--- src/rtl/apac_pkg.sv ---
// Shared definitions for the parking access controller: key codes,
// keypad-entry FSM state encodings and PIN width derivation.
package apac_pkg;

    // Keypad codes: 4'h0-4'h9 are digits, these two are commands, the rest are ignored
    localparam logic [3:0] KEY_DIGIT_MAX = 4'h9;
    localparam logic [3:0] KEY_CLEAR     = 4'hA;
    localparam logic [3:0] KEY_ENTER     = 4'hB;

    // PIN entry FSM encodings
    localparam logic [1:0] ST_IDLE    = 2'd0;
    localparam logic [1:0] ST_COLLECT = 2'd1;
    localparam logic [1:0] ST_READY   = 2'd2;
    localparam logic [1:0] ST_SUBMIT  = 2'd3;

    // One BCD nibble per digit
    function automatic int pin_width(input int num_digits);
        return 4 * num_digits;
    endfunction

endpackage

--- src/rtl/key_debounce.sv ---
// Keypad front end: 2-FF synchroniser on the raw strobe, symmetric
// press/release debounce, and a single-cycle accept pulse with the
// captured key code.
module key_debounce
    import apac_pkg::*;
#(
    parameter int DEBOUNCE_CYCLES = 4
) (
    input  logic       clk,
    input  logic       rst,
    input  logic       key_press,
    input  logic [3:0] key_code_raw,
    output logic       key_accept,
    output logic [3:0] key_code
);

    localparam int              CNT_W    = $clog2(DEBOUNCE_CYCLES) + 1;
    localparam logic [CNT_W-1:0] CNT_LAST = CNT_W'(DEBOUNCE_CYCLES - 1);

    logic             sync1_r;
    logic             sync2_r;
    logic             level_r;
    logic             accept_r;
    logic [CNT_W-1:0] cnt_r;
    logic [3:0]       code_r;

    // Bring the asynchronous strobe into the clock domain
    always_ff @(posedge clk or negedge rst) begin
        if (!rst) begin
            sync1_r <= 1'b0;
            sync2_r <= 1'b0;
        end else begin
            sync1_r <= key_press;
            sync2_r <= sync1_r;
        end
    end

    // Flip the debounced level after DEBOUNCE_CYCLES consecutive disagreeing samples; any agreeing sample restarts the count
    always_ff @(posedge clk or negedge rst) begin
        if (!rst) begin
            level_r  <= 1'b0;
            accept_r <= 1'b0;
            cnt_r    <= {CNT_W{1'b0}};
            code_r   <= 4'h0;
        end else begin
            accept_r <= 1'b0;
            if (sync2_r != level_r) begin
                if (cnt_r == CNT_LAST) begin
                    level_r  <= sync2_r;
                    cnt_r    <= {CNT_W{1'b0}};
                    accept_r <= sync2_r;
                    if (sync2_r) begin
                        code_r <= key_code_raw;
                    end
                end else begin
                    cnt_r <= cnt_r + CNT_W'(1);
                end
            end else begin
                cnt_r <= {CNT_W{1'b0}};
            end
        end
    end

    assign key_accept = accept_r;
    assign key_code   = code_r;

endmodule

--- src/rtl/keypad_pin_entry.sv ---
// Keypad PIN entry stage: collects NUM_DIGITS BCD digits from the debounced
// keypad and hands a PIN attempt to the access controller on ENTER.
module keypad_pin_entry
    import apac_pkg::*;
#(
    parameter int  DEBOUNCE_CYCLES = 4,
    parameter int  TIMEOUT_CYCLES  = 64,
    parameter int  NUM_DIGITS      = 2,
    localparam int PIN_W           = pin_width(NUM_DIGITS)
) (
    input  logic             clk,
    input  logic             rst,
    input  logic             entry_en,
    input  logic             key_press,
    input  logic [3:0]       key_code,
    output logic [PIN_W-1:0] psswrd_atmpt,
    output logic             try_psswrd,
    output logic [2:0]       digit_count,
    output logic             entry_timeout,
    output logic             entry_error
);

    localparam int               TMO_W   = $clog2(TIMEOUT_CYCLES) + 1;
    localparam logic [TMO_W-1:0] TMO_MAX = TMO_W'(TIMEOUT_CYCLES - 1);
    localparam logic [2:0]       DIG_MAX = 3'(NUM_DIGITS);

    logic             key_accept_s;
    logic [3:0]       key_code_s;

    logic [1:0]       state_r;
    logic [PIN_W-1:0] buf_r;
    logic [2:0]       cnt_r;
    logic [TMO_W-1:0] tmo_r;
    logic [PIN_W-1:0] atmpt_r;
    logic             try_r;
    logic             err_r;
    logic             tout_r;

    logic [1:0]       state_nx_s;
    logic [PIN_W-1:0] buf_nx_s;
    logic [2:0]       cnt_nx_s;
    logic [TMO_W-1:0] tmo_nx_s;
    logic [PIN_W-1:0] atmpt_nx_s;
    logic             try_nx_s;
    logic             err_nx_s;
    logic             tout_nx_s;

    logic [1:0]       base_state_s;
    logic [PIN_W-1:0] base_buf_s;
    logic [2:0]       base_cnt_s;

    logic             in_active_s;
    logic             key_valid_s;
    logic             key_clear_s;
    logic             key_enter_s;
    logic             key_digit_s;
    logic             tmo_run_s;
    logic             expire_s;

    key_debounce #(
        .DEBOUNCE_CYCLES (DEBOUNCE_CYCLES)
    ) u_key_debounce (
        .clk          (clk),
        .rst          (rst),
        .key_press    (key_press),
        .key_code_raw (key_code),
        .key_accept   (key_accept_s),
        .key_code     (key_code_s)
    );

    assign in_active_s = (state_r == ST_COLLECT) || (state_r == ST_READY);
    assign key_valid_s = key_accept_s && (key_code_s <= KEY_ENTER);
    assign key_clear_s = key_valid_s && (key_code_s == KEY_CLEAR);
    assign key_enter_s = key_valid_s && (key_code_s == KEY_ENTER);
    assign key_digit_s = key_valid_s && (key_code_s <= KEY_DIGIT_MAX);
    assign tmo_run_s   = in_active_s && (cnt_r != 3'd0);
    assign expire_s    = tmo_run_s && (tmo_r == TMO_MAX);

    // Next-state logic; priority is entry_en drop, CLEAR, ENTER, timeout, digit
    always_comb begin
        state_nx_s   = state_r;
        buf_nx_s     = buf_r;
        cnt_nx_s     = cnt_r;
        tmo_nx_s     = tmo_r;
        atmpt_nx_s   = atmpt_r;
        try_nx_s     = 1'b0;
        err_nx_s     = 1'b0;
        tout_nx_s    = 1'b0;
        base_state_s = state_r;
        base_buf_s   = buf_r;
        base_cnt_s   = cnt_r;

        if (!entry_en) begin
            state_nx_s = ST_IDLE;
            buf_nx_s   = {PIN_W{1'b0}};
            cnt_nx_s   = 3'd0;
            tmo_nx_s   = {TMO_W{1'b0}};
        end else begin
            case (state_r)
                ST_IDLE: begin
                    state_nx_s = ST_COLLECT;
                    buf_nx_s   = {PIN_W{1'b0}};
                    cnt_nx_s   = 3'd0;
                    tmo_nx_s   = {TMO_W{1'b0}};
                end
                ST_COLLECT, ST_READY, ST_SUBMIT: begin
                    if (key_clear_s) begin
                        state_nx_s = ST_COLLECT;
                        buf_nx_s   = {PIN_W{1'b0}};
                        cnt_nx_s   = 3'd0;
                        tmo_nx_s   = {TMO_W{1'b0}};
                    end else if (key_enter_s) begin
                        tmo_nx_s = {TMO_W{1'b0}};
                        if (state_r == ST_READY) begin
                            // Buffer is kept one more cycle and cleared in SUBMIT
                            atmpt_nx_s = buf_r;
                            try_nx_s   = 1'b1;
                            state_nx_s = ST_SUBMIT;
                        end else begin
                            err_nx_s   = 1'b1;
                            state_nx_s = ST_COLLECT;
                            buf_nx_s   = {PIN_W{1'b0}};
                            cnt_nx_s   = 3'd0;
                        end
                    end else begin
                        // SUBMIT behaves as an empty COLLECT for any key arriving in it
                        if (state_r == ST_SUBMIT) begin
                            base_state_s = ST_COLLECT;
                            base_buf_s   = {PIN_W{1'b0}};
                            base_cnt_s   = 3'd0;
                        end else begin
                            base_state_s = state_r;
                            base_buf_s   = buf_r;
                            base_cnt_s   = cnt_r;
                        end

                        // Expiry wipes the buffer first, so a coincident digit starts a fresh entry
                        if (expire_s) begin
                            tout_nx_s    = 1'b1;
                            base_state_s = ST_COLLECT;
                            base_buf_s   = {PIN_W{1'b0}};
                            base_cnt_s   = 3'd0;
                            tmo_nx_s     = {TMO_W{1'b0}};
                        end else if (tmo_run_s) begin
                            if (tmo_r < TMO_MAX) begin
                                tmo_nx_s = tmo_r + TMO_W'(1);
                            end else begin
                                tmo_nx_s = tmo_r;
                            end
                        end else begin
                            tmo_nx_s = {TMO_W{1'b0}};
                        end

                        if (key_digit_s) begin
                            tmo_nx_s = {TMO_W{1'b0}};
                            if (base_state_s == ST_COLLECT) begin
                                buf_nx_s = {base_buf_s[PIN_W-5:0], key_code_s};
                                cnt_nx_s = base_cnt_s + 3'd1;
                                if ((base_cnt_s + 3'd1) >= DIG_MAX) begin
                                    state_nx_s = ST_READY;
                                end else begin
                                    state_nx_s = ST_COLLECT;
                                end
                            end else begin
                                state_nx_s = base_state_s;
                                buf_nx_s   = base_buf_s;
                                cnt_nx_s   = base_cnt_s;
                            end
                        end else begin
                            state_nx_s = base_state_s;
                            buf_nx_s   = base_buf_s;
                            cnt_nx_s   = base_cnt_s;
                        end
                    end
                end
                default: begin
                    state_nx_s = ST_IDLE;
                    buf_nx_s   = {PIN_W{1'b0}};
                    cnt_nx_s   = 3'd0;
                    tmo_nx_s   = {TMO_W{1'b0}};
                end
            endcase
        end
    end

    // State, buffer, timer and registered output update
    always_ff @(posedge clk or negedge rst) begin
        if (!rst) begin
            state_r <= ST_IDLE;
            buf_r   <= {PIN_W{1'b0}};
            cnt_r   <= 3'd0;
            tmo_r   <= {TMO_W{1'b0}};
            atmpt_r <= {PIN_W{1'b0}};
            try_r   <= 1'b0;
            err_r   <= 1'b0;
            tout_r  <= 1'b0;
        end else begin
            state_r <= state_nx_s;
            buf_r   <= buf_nx_s;
            cnt_r   <= cnt_nx_s;
            tmo_r   <= tmo_nx_s;
            atmpt_r <= atmpt_nx_s;
            try_r   <= try_nx_s;
            err_r   <= err_nx_s;
            tout_r  <= tout_nx_s;
        end
    end

    assign psswrd_atmpt  = atmpt_r;
    assign try_psswrd    = try_r;
    assign digit_count   = cnt_r;
    assign entry_timeout = tout_r;
    assign entry_error   = err_r;

endmodule

--- config.mk ---
export PLATFORM = sky130hd
export DESIGN_NAME = keypad_pin_entry
export DESIGN_NICKNAME = d
export VERILOG_FILES = /design/src/rtl/apac_pkg.sv /design/src/rtl/key_debounce.sv /design/src/rtl/keypad_pin_entry.sv
export SDC_FILE = /design/constraint.sdc
export NUM_CORES = 1
export LEC_CHECK = 0
export BUFFER_PORTS_ARGS = -buffer_cell sky130_fd_sc_hd__buf_2
export CORE_MARGIN = 2
export CORE_UTILIZATION = 51
export DETAILED_ROUTE_END_ITERATION = 10
export PLACE_DENSITY = 0.73
export SYNTH_ARGS = -nofsm -noshare
export SYNTH_HDL_FRONTEND = slang
export SYNTH_SLANG_ARGS = --single-unit
--- constraint.sdc ---
create_clock -name clk -period 2.1 [get_ports clk]
set_input_delay 0.315 -clock clk [delete_from_list [all_inputs] [get_ports clk]]
set_output_delay 0.315 -clock clk [all_outputs]
set_load 0.03 [all_outputs]
==> Yosys cells after proc, flatten, opt, wreduce, memory -nomap -nowiden <==
Index checks and enable logic that the tools add are counted.
{ "word_totals": {"reg_bits": 42, "latchBits": 0, "ramBits": 0, "romBits": 0, "inputBits": 8, "output_inout_bits": 14, "wordCells": 109, "memories": 0} }
{ "op_classes": {"n_addsub": 3, "multipliers": 0, "n_div": 0, "magnitude_cmp": 4, "n_eq_ne": 11, "n_shift": 0, "mux": 63, "bitwise": 1, "reduce_logical": 13} }
{ "op_table": {"columns": ["operator", "n"], "rows": [
  ["8-bit 2-to-1 mux", 8],
  ["7-bit 2-to-1 mux", 7],
  ["3-bit 2-to-1 mux", 14],
  ["2-bit 2-to-1 mux", 13],
  ["1-bit 2-to-1 mux", 17],
  ["8-bit one-hot mux with 2 select lines", 1],
  ["7-bit one-hot mux with 2 select lines", 1],
  ["4-bit equality test, second input constant", 2],
  ["4-bit less-or-equal comparator, second input constant", 2],
  ["8-bit != test, second input constant", 1],
  ["7-bit by 1-bit adder with 7-bit output, second input constant", 1],
  ["7-bit by 6-bit equality test with 1-bit output, second input constant", 1],
  ["7-bit by 6-bit less-than comparator with 1-bit output, second input constant", 1],
  ["3-bit by 1-bit adder with 3-bit output, second input constant", 2],
  ["1-bit logical AND", 6],
  ["3-bit one-hot mux with 2 select lines", 1],
  ["5-bit != test, second input constant", 1],
  ["5-bit AND reduction", 1],
  ["2-bit by 1-bit equality test with 1-bit output, second input constant", 2],
  ["2-bit equality test, second input constant", 2],
  ["2-bit one-hot mux with 2 select lines", 1],
  ["3-bit by 2-bit equality test with 1-bit output, second input constant", 1],
  ["3-bit by 2-bit greater-or-equal comparator with 1-bit output, second input constant", 1],
  ["3-bit AND reduction", 1],
  ["7 further kinds", 7]
]} }

==> Logic depth before layout (Yosys ltp) <==
Gate-level depths: netlist of run 1.
{ "depth": {"depth_word": 18, "ltp_mapped": 10, "depth_no_buf": 10} }

==> Cells and area by module <==
Synthesis of run 1 repeated with hierarchy kept, for this count alone.
{ "hier_totals": {"cells_unflattened": 165, "hier_area_um2": 1910.6} }
{ "modules_own_cells": {"columns": ["module", "n_inst", "cells_per_inst", "area_each_um2", "seq_area_each_um2"], "rows": [
  ["keypad_pin_entry", 1, 141, 1491.4, 775.7],
  ["key_debounce", 1, 24, 419.2, 275.3]
]} }

==> Worst setup path after synthesis of run 1 <==
No wires, ideal clock.
{ "synth_timing": {"path_type": "reg-to-reg", "from": "reg cnt_r[2] (netlist: digit_count[2])", "to": "reg state_r[1]", "setup_ns": 0.120, "t_arrival_ns": 1.934, "required_time_ns": 1.980, "path_slack_ns": 0.047, "path_stages_with_launch": 9, "n_path_buf": 0, "period_less_slack_ns": 2.053, "cell_sequence": "dfrtp_1 o31a_1 a41oi_4 nand2_1 inv_1 ha_1 xor2_1 nand4b_1 and3_1"} }
{ "synth_via": {"elab_chain_len": 17, "word_cells_on_any_way": 24, "classes_between": "add/sub (1); order compare (1); eq/ne (1); mux (18); reduce/logical (3)"} }
{ "synth_lines": {"columns": ["item", "line", "text"], "rows": [
  ["start, declared", "keypad_pin_entry.sv:32", "logic [2:0] cnt_r;"],
  ["start signal, assigned", "keypad_pin_entry.sv:200", "cnt_r <= cnt_nx_s;"],
  ["3-bit nonzero test", "keypad_pin_entry.sv:76", "assign tmo_run_s = in_active_s && (cnt_r != 3'd0);"],
  ["1-bit logical AND", "keypad_pin_entry.sv:76", null],
  ["1-bit logical AND", "keypad_pin_entry.sv:77", "assign expire_s = tmo_run_s && (tmo_r == TMO_MAX);"],
  ["3-bit 2-to-1 mux", "keypad_pin_entry.sv:138", "if (expire_s) begin"],
  ["3-bit 2-to-1 mux", "keypad_pin_entry.sv:112", "end else if (key_enter_s) begin"],
  ["3-bit 2-to-1 mux", "keypad_pin_entry.sv:107", "if (key_clear_s) begin"],
  ["3-bit 2-to-1 mux", "keypad_pin_entry.sv:99", "case (state_r)"],
  ["3-bit 2-to-1 mux", "keypad_pin_entry.sv:93", "if (!entry_en) begin"],
  ["(+2 left out)", null, null],
  ["2-bit 2-to-1 mux", "keypad_pin_entry.sv:159", "if ((base_cnt_s + 3'd1) >= DIG_MAX) begin"],
  ["2-bit 2-to-1 mux", "keypad_pin_entry.sv:156", "if (base_state_s == ST_COLLECT) begin"],
  ["2-bit 2-to-1 mux (*)", "keypad_pin_entry.sv:154", "if (key_digit_s) begin"],
  ["2-bit 2-to-1 mux (*)", "keypad_pin_entry.sv:112", null],
  ["2-bit 2-to-1 mux (*)", "keypad_pin_entry.sv:107", null],
  ["2-bit one-hot mux with 2 select lines (*)", "keypad_pin_entry.sv:99", null],
  ["2-bit 2-to-1 mux (*)", "keypad_pin_entry.sv:93", null],
  ["net state_nx_s[1]", "keypad_pin_entry.sv:39", "logic [1:0] state_nx_s;"],
  ["end signal, assigned", "keypad_pin_entry.sv:198", "state_r <= state_nx_s;"],
  ["end, declared", "keypad_pin_entry.sv:30", "logic [1:0] state_r;"]
]} }
Mark *: on every way through the listed nets, which the timed path passes. The rest lies on a longest branch. The select of a mux whose other input is x is not followed.
A chain may end at the register's enable or synchronous reset.

==> Worst setup path in the final report of run 1 <==
{ "layout_timing": {"from": "reg state_r[0]", "to": "reg state_r[1]"} }
{ "layout_via": {"elab_chain_len": 18, "word_cells_on_any_way": 31, "classes_between": "add/sub (1); order compare (1); eq/ne (4); mux (20); reduce/logical (5)"} }
{ "layout_lines": {"columns": ["item", "line", "text"], "rows": [
  ["2-bit by 1-bit equality test with 1-bit output / 2-bit equality test (equally long branches)", "keypad_pin_entry.sv:71, keypad_pin_entry.sv:99, keypad_pin_entry.sv:114", null],
  ["1-bit logical OR", "keypad_pin_entry.sv:71", "assign in_active_s = (state_r == ST_COLLECT) || (state_r == ST_READY);"],
  ["1-bit logical AND", "keypad_pin_entry.sv:76", null],
  ["1-bit logical AND", "keypad_pin_entry.sv:77", null],
  ["3-bit 2-to-1 mux", "keypad_pin_entry.sv:138", null],
  ["3-bit 2-to-1 mux", "keypad_pin_entry.sv:112", null],
  ["3-bit 2-to-1 mux", "keypad_pin_entry.sv:107", null],
  ["3-bit 2-to-1 mux", "keypad_pin_entry.sv:99", null],
  ["(+3 left out)", null, null],
  ["2-bit 2-to-1 mux", "keypad_pin_entry.sv:159", null],
  ["2-bit 2-to-1 mux", "keypad_pin_entry.sv:156", null],
  ["2-bit 2-to-1 mux", "keypad_pin_entry.sv:154", null],
  ["2-bit 2-to-1 mux", "keypad_pin_entry.sv:112", null],
  ["2-bit 2-to-1 mux", "keypad_pin_entry.sv:107", null],
  ["2-bit one-hot mux with 2 select lines (*)", "keypad_pin_entry.sv:99", null],
  ["2-bit 2-to-1 mux (*)", "keypad_pin_entry.sv:93", null],
  ["net state_nx_s[1]", "keypad_pin_entry.sv:39", null]
]} }
Marked as above.

==> impl_metrics.yaml, run 1 <==
status:
  outcome: "completed"
layout:
  drive_gt1_share_pct: 30.15
  n_antenna_cell: 0
  stdcell_count: 247
  fillers: 290
  area_delta_synth_final_pct: 17.76
  final_nets: 214
power:
  seqPwrFrac_pct: 56.9
  swShare_pct: 26.58
  p_clk_share_pct: 31.7
  p_leak_nw: 1.143
  ir_drop_v: 0.0005490
  p_int_mw: 1.208
  p_sw_uw: 437.5
  p_comb_share_pct: 11.4
  power.density_nw_per_um2: 732.0
clock_network:
  h-tree-depth: 2
  cts-root-buf: "clkbuf_8"
  cts_buffers: 5
  cts_sinks: 42
  clk_pin_slew_ps: 90
  clk_latency_ps: 300
  clock_path_buffers: 2
  cts_tree: "built"
logic_synthesis:
  synthTopCellsByArea: "dfrtp_1, nand2_1, ha_1, a22o_1, mux2_2"
  netlist_instances: 165
  synth_area_um2: 1909
  synth_edf_count: 0
  synth_top_area_share_pct: 55.05
  syn_avg_cell_area_um2: 11.57
  synth-main-ff-cell: "dfrtp_1"
  async_flop_share_pct: 100.0
  yosysWarnings: 0
  synth_fp_nets: 181
  synth_top_area_cell: "dfrtp_1"
  yosys.cell_types.count: 46
  ys_seq_area_share_pct: 55.05
  ys_ff_latch: 42
  synth_most_common_cell: "dfrtp_1"
  ys_top_cells_by_count: "dfrtp_1, nand2_1, a22o_1"
min_path:
  hp-class: "in -> reg"
route:
  wirelength_mm: 3.548
  drc: 0
  drtAntennaViolNets: 0
  avgRoutedWirePerCell_um: 14.36
  vias: 1320
  dr.pass1.iters: 4
  viasPerCell: 5.344
  dr.first_iter.drc_count: 64
placement:
  gp_congestion: 0.8800
  place_inst: 235
  numPortBuffers: 21
  place_ws_ps: -62.52
  dp_hpwl_mm: 2.605
die:
  die_area_um2: 4249
  placementRows: 22
  ios: 22
  die_x_um: 65.19
  initial_core_util_pct: 52.55
  dieHeight_um: 65.19
  core_area_um2: 3633
grt:
  use_met1_pct: 25.32
  grt_max_degree: 18
  track_usage_pct: 18.84
  grt_util_met3_pct: 5.308
  use_met2_pct: 28.95
  grt_busiest_layer: "met2"
  grt_pass1_wl_mm: 5.975
  grt_pass1_vias: 1272
  grt_antenna_before_repair: 0
  overflow: 0
setup_path:
  crit_path_max_incr_delay_ps: 390
  path_cells: "inv_2 > ha_4 > o31a_1 > a41oi_4 > nand2_2 > inv_2 > ha_4 > xor2_2 > nand4b_1 > and3_1"
  setup.worst_path.end_class: "flop"
  start_kind: "flop"
  worstPathRequired_ps: 2300
  slowest_stage: "dfrtp_1"
  crit_type: "reg -> reg"
  arrival_ps: 2210
  crit_path_max_fanout: 3
run:
  drv_cap: 0
sta:
  period_share_pct: 96.11
  final.min_clock_period_ps: 2018
  finClkSkew_ps: 10.94
  setup_slack_ps: 81.60
  slew_headroom_pct: 68.22
  hold_violations: 0
  tightestPinTransition_ps: 474.5
  drv_slew: 0
  fmax_mhz: 495.4
  setup_viol: 0
## cell usage in the layout, fill, tap and decap left out, types with 2 or more instances in the layout
master	count
buf_2	21
nor3b_1	2
a31oi_1	2
dfrtp_1	42
clkbuf_8	5
ha_1	6
nor2b_1	2
buf_4	7
nor3_1	3
nand2_2	2
nand2_1	28
inv_1	3
nor2_1	9
xor2_1	3
nand3_1	4
nand4_2	2
mux2_2	5
a22o_1	10
ha_4	2
nand4_1	4
inv_2	4
a211oi_1	2
## final cells by class
cell class / count / area, um^2 / area share (%)
well taps: 48 / 60.06 / 2.671
repair buffers: 29 / 167.7 / 7.457
inverters: 7 / 26.28 / 1.169
clock buffers: 5 / 68.82 / 3.061
multi-input cells: 113 / 853.3 / 37.95
clock inverters: 3 / 21.27 / 0.9460
flip-flops and latches: 42 / 1051 / 46.74
## worst max-delay path: cells and delay by family (launching register included)
kind                     cells  cell delay [ps]
AND/OR/NAND/NOR              3              400
buffers and inverters        2              180
adder cells (fa/ha/maj)      2              370
XOR/XNOR                     1              140
AO/OA/AOI/OAI                2              430
flip-flops                   1              390
## per-layer routing
| metal | vias up | routed length [um] | share of wire, % |
|---|---|---|---|
| met3 | 6 | 143 | 4.0 |
| met4 | 0 | 61 | 1.7 |
| li1 | 646 | - | - |
| met5 | - | 0 | 0 |
| met2 | 26 | 1719 | 48 |
| met1 | 642 | 1623 | 46 |
## power by group through the flow
stage	clock (mW)	combinational, mW	sequential (mW)
finish	0.522	0.188	0.936
detailed placement	0	0.181	0.953
floorplan	0	0.129	0.934
global placement	0	0.168	0.945
CTS	0.531	0.183	0.936
global route	0.576	0.210	0.945
## path summary, 6_finish.rpt
path | startpoint | to | slack (ps) | cells after the start
setup / recovery | state_r[0] | state_r[1] | 80 | 10
hold / removal | key_press | u_key_debounce.sync1_r | 110 | 1
setup reg to reg | state_r[0] | state_r[1] | 80 | 10
hold reg to reg | u_key_debounce.sync1_r | u_key_debounce.sync2_r | 360 | 0
max in group asynchronous | rst | tmo_r[3] | 1120 | 3
min in group asynchronous | rst | u_key_debounce.key_code[0] | 430 | 2
## stage by stage
step	utilization [%]	TNS, ps	area [um^2]	total power, mW	hold WS (ps)
global route	61.88	-22.58	2248	1.730	102.2
global placement	57.47	0	2088	1.113	220.5
detailed placement	57.47	-114.0	2088	1.134	234.2
floorplan	-	0	1909	1.063	19.41
CTS	60.98	0	2216	1.649	104.8
finish	61.88	0	2248	1.646	109.1
## registers in the layout (all words and copies together) (netlist names), 2 cells and up
register	count
buf_r	8
digit_count	3
psswrd_atmpt	8
state_r	2
tmo_r	7
u_key_debounce.cnt_r	3
u_key_debounce.key_code	4
## cells by family after synthesis
| family | share of synthesized area (%) |
|---|---|
| compound gates | 12.45 |
| xor+xnor | 2.293 |
| fa+ha+maj | 5.243 |
| buf+inv | 2.227 |
| flops | 55.05 |
| mux | 3.473 |
| simple gates | 19.27 |
## timing repair
| action | CTS | global route |
|---|---|---|
| cloned | 0 | 0 |
| gates resized for setup | 4 | 6 |
| setup buffers | 2 | 1 |
| endpoints found under the setup margin | 4 | 8 |
| hold endpoints to repair | 13 | 0 |
| pin swaps | 1 | 1 |
| hold buffers | 1 | 0 |
(Power assumes the default switching activity.)
==> run 2, diff against run 1 <==
HOLD_SLACK_MARGIN = 0.03   (was unset)
MAX_ROUTING_LAYER = met4   (was unset)
==> run 2 against run 1 <==
Net effect: critical path depth stayed put; hold slack hardly changed; global-route usage is 0.52 points higher; combinational power hardly changed; sequential share of layout area stayed put; clock-buffer cell count stayed put; register-to-register slack hardly changed; non-clock buffer count stayed put; highest routed layer unchanged.
==> impl_metrics.yaml, run 2 (same netlist as run 1, synthesis figures left out) <==
status:
  outcome: "completed"
layout:
  layout_commonest_cell: "dfrtp_1"
  area_delta_synth_final_pct: 17.76
  drive_gt1_share_pct: 30.15
  layout_common_cells: "dfrtp_1, nand2_1, buf_2"
  n_antenna_cell: 0
  fillers: 290
  final_nets: 214
setup_path:
  critPathTopFamily: "compound AO/OA/AOI/OAI gates"
  path_cells: "inv_2 > ha_4 > o31a_1 > a41oi_4 > nand2_2 > inv_2 > ha_4 > xor2_2 > nand4b_1 > and3_1"
  arrival_ps: 2210
  crit_path_max_fanout: 3
  slowest_stage: "dfrtp_1"
  worstPathRequired_ps: 2300
  reg2reg_slack_ps: 90
  timing.critical_path.buf_inv: 2
  r2r-start: "state_r[0]"
  crit_type: "reg -> reg"
  crit_path_max_incr_delay_ps: 390
  start_kind: "flop"
  setup.worst_path.end_class: "flop"
  reg2reg_to: "state_r[1]"
  worst_r2r_path_depth: 10
min_path:
  whs_endpoint: "u_key_debounce.sync1_r"
  hp-class: "in -> reg"
  min_from: "key_press"
  min_path_cells: 1
grt:
  grt_max_degree: 18
  grt_pass1_wl_mm: 5.975
  track_usage_pct: 19.35
  grt_pass1_vias: 1272
  overflow: 0
  grt_antenna_before_repair: 0
sta:
  hold_violations: 0
  drv_slew: 0
  setup_viol: 0
  final.min_clock_period_ps: 2010
  period_share_pct: 95.71
  tightestPinTransition_ps: 473.8
  slew_headroom_pct: 68.27
  setup_slack_ps: 90.03
  fmax_mhz: 497.5
  finClkSkew_ps: 11.55
  fin_setup_tns_ps: 0
power:
  ir_drop_v: 0.0005503
  p_leak_nw: 1.143
  power.density_nw_per_um2: 732.8
clock_network:
  cts_buffers: 5
  clk_latency_ps: 300
  clk_pin_slew_ps: 90
  cts_sinks: 42
  h-tree-depth: 2
  cts-root-buf: "clkbuf_8"
  clock_path_buffers: 2
  cts_tree: "built"
route:
  drc: 0
  dr.first_iter.drc_count: 68
  dr.pass1.iters: 4
  viasPerCell: 5.352
  drtAntennaViolNets: 0
  wirelength_mm: 3.546
  avgRoutedWirePerCell_um: 14.36
  vias: 1322
die:
  initial_core_util_pct: 52.55
  core_area_um2: 3633
  die_x_um: 65.19
  placementRows: 22
  die_area_um2: 4249
  dieHeight_um: 65.19
  ios: 22
run:
  drv_cap: 0
placement:
  dp_hpwl_mm: 2.605
  place_ws_ps: -62.52
  gp_congestion: 0.8945
  numPortBuffers: 21
-- run 2: cell counts in the layout (fill, tap and decap cells not counted) --
Identical to the previous run, type by type.
-- run 2: worst max-delay path by stage --
stage                             to      startpoint  cells past startpoint  slack (ps)
after floorplan           state_r[1]  digit_count[2]                      8          50
after global placement    state_r[1]      state_r[1]                     10         120
after detailed placement  state_r[1]      state_r[1]                     10         -60
after CTS                 state_r[1]      state_r[0]                     10           9
after global routing      state_r[1]      state_r[1]                     10          -9
final                     state_r[1]      state_r[0]                     10          90
-- run 2: layer usage --
metal | part of all wire, % | track usage, % | up-vias
met2 | 48 | 28.95 | 28
met4 | 1.7 | 7.552 | 0
met3 | 4.4 | 5.308 | 6
met1 | 45 | 25.32 | 643
li1 | - | - | 645
met5 | 0 | - | -
-- run 2: power by group --
part           switching [mW]  internal, mW  leakage (nW)
Combinational          0.0880         0.100         0.528
Sequential             0.0618         0.875         0.571
Clock                   0.289         0.233        0.0441
-- run 2: final cells by class --
class                   count  area (um^2)  share of cell area (%)
flip-flops and latches     42         1051                   46.74
multi-input cells         113        853.3                   37.95
clock inverters             3        21.27                  0.9460
inverters                   7        26.28                   1.169
well taps                  48        60.06                   2.671
repair buffers             29        167.7                   7.457
clock buffers               5        68.82                   3.061
-- run 2: per-stage QoR --
stage,cells,util [%],cell area (um^2),hold slack [ps],total power [mW]
floorplan,165,-,1909,19.41,1.063
global placement,235,57.47,2088,220.5,1.113
detailed placement,235,57.47,2088,234.2,1.134
CTS,246,60.98,2216,104.8,1.649
global route,247,61.88,2248,102.2,1.730
finish,247,61.88,2248,108.8,1.648
-- run 2: worst reg2reg max path, cell delays in order, from the launching register on --
cell and delay [ps]:
dfrtp_1 390, inv_2 90, ha_4 210, o31a_1 160, a41oi_4 270, nand2_2 90
inv_2 90, ha_4 160, xor2_2 140, nand4b_1 130, and3_1 170
-- run 2: timing repair --
item                                    4_1_cts  5_1_grt
setup buffers                                 2        1
resized for setup                             4        6
hold buffers                                  1        0
endpoints found under the hold margin        13        0
endpoints found under the setup margin        4        8
pin swaps                                     1        1
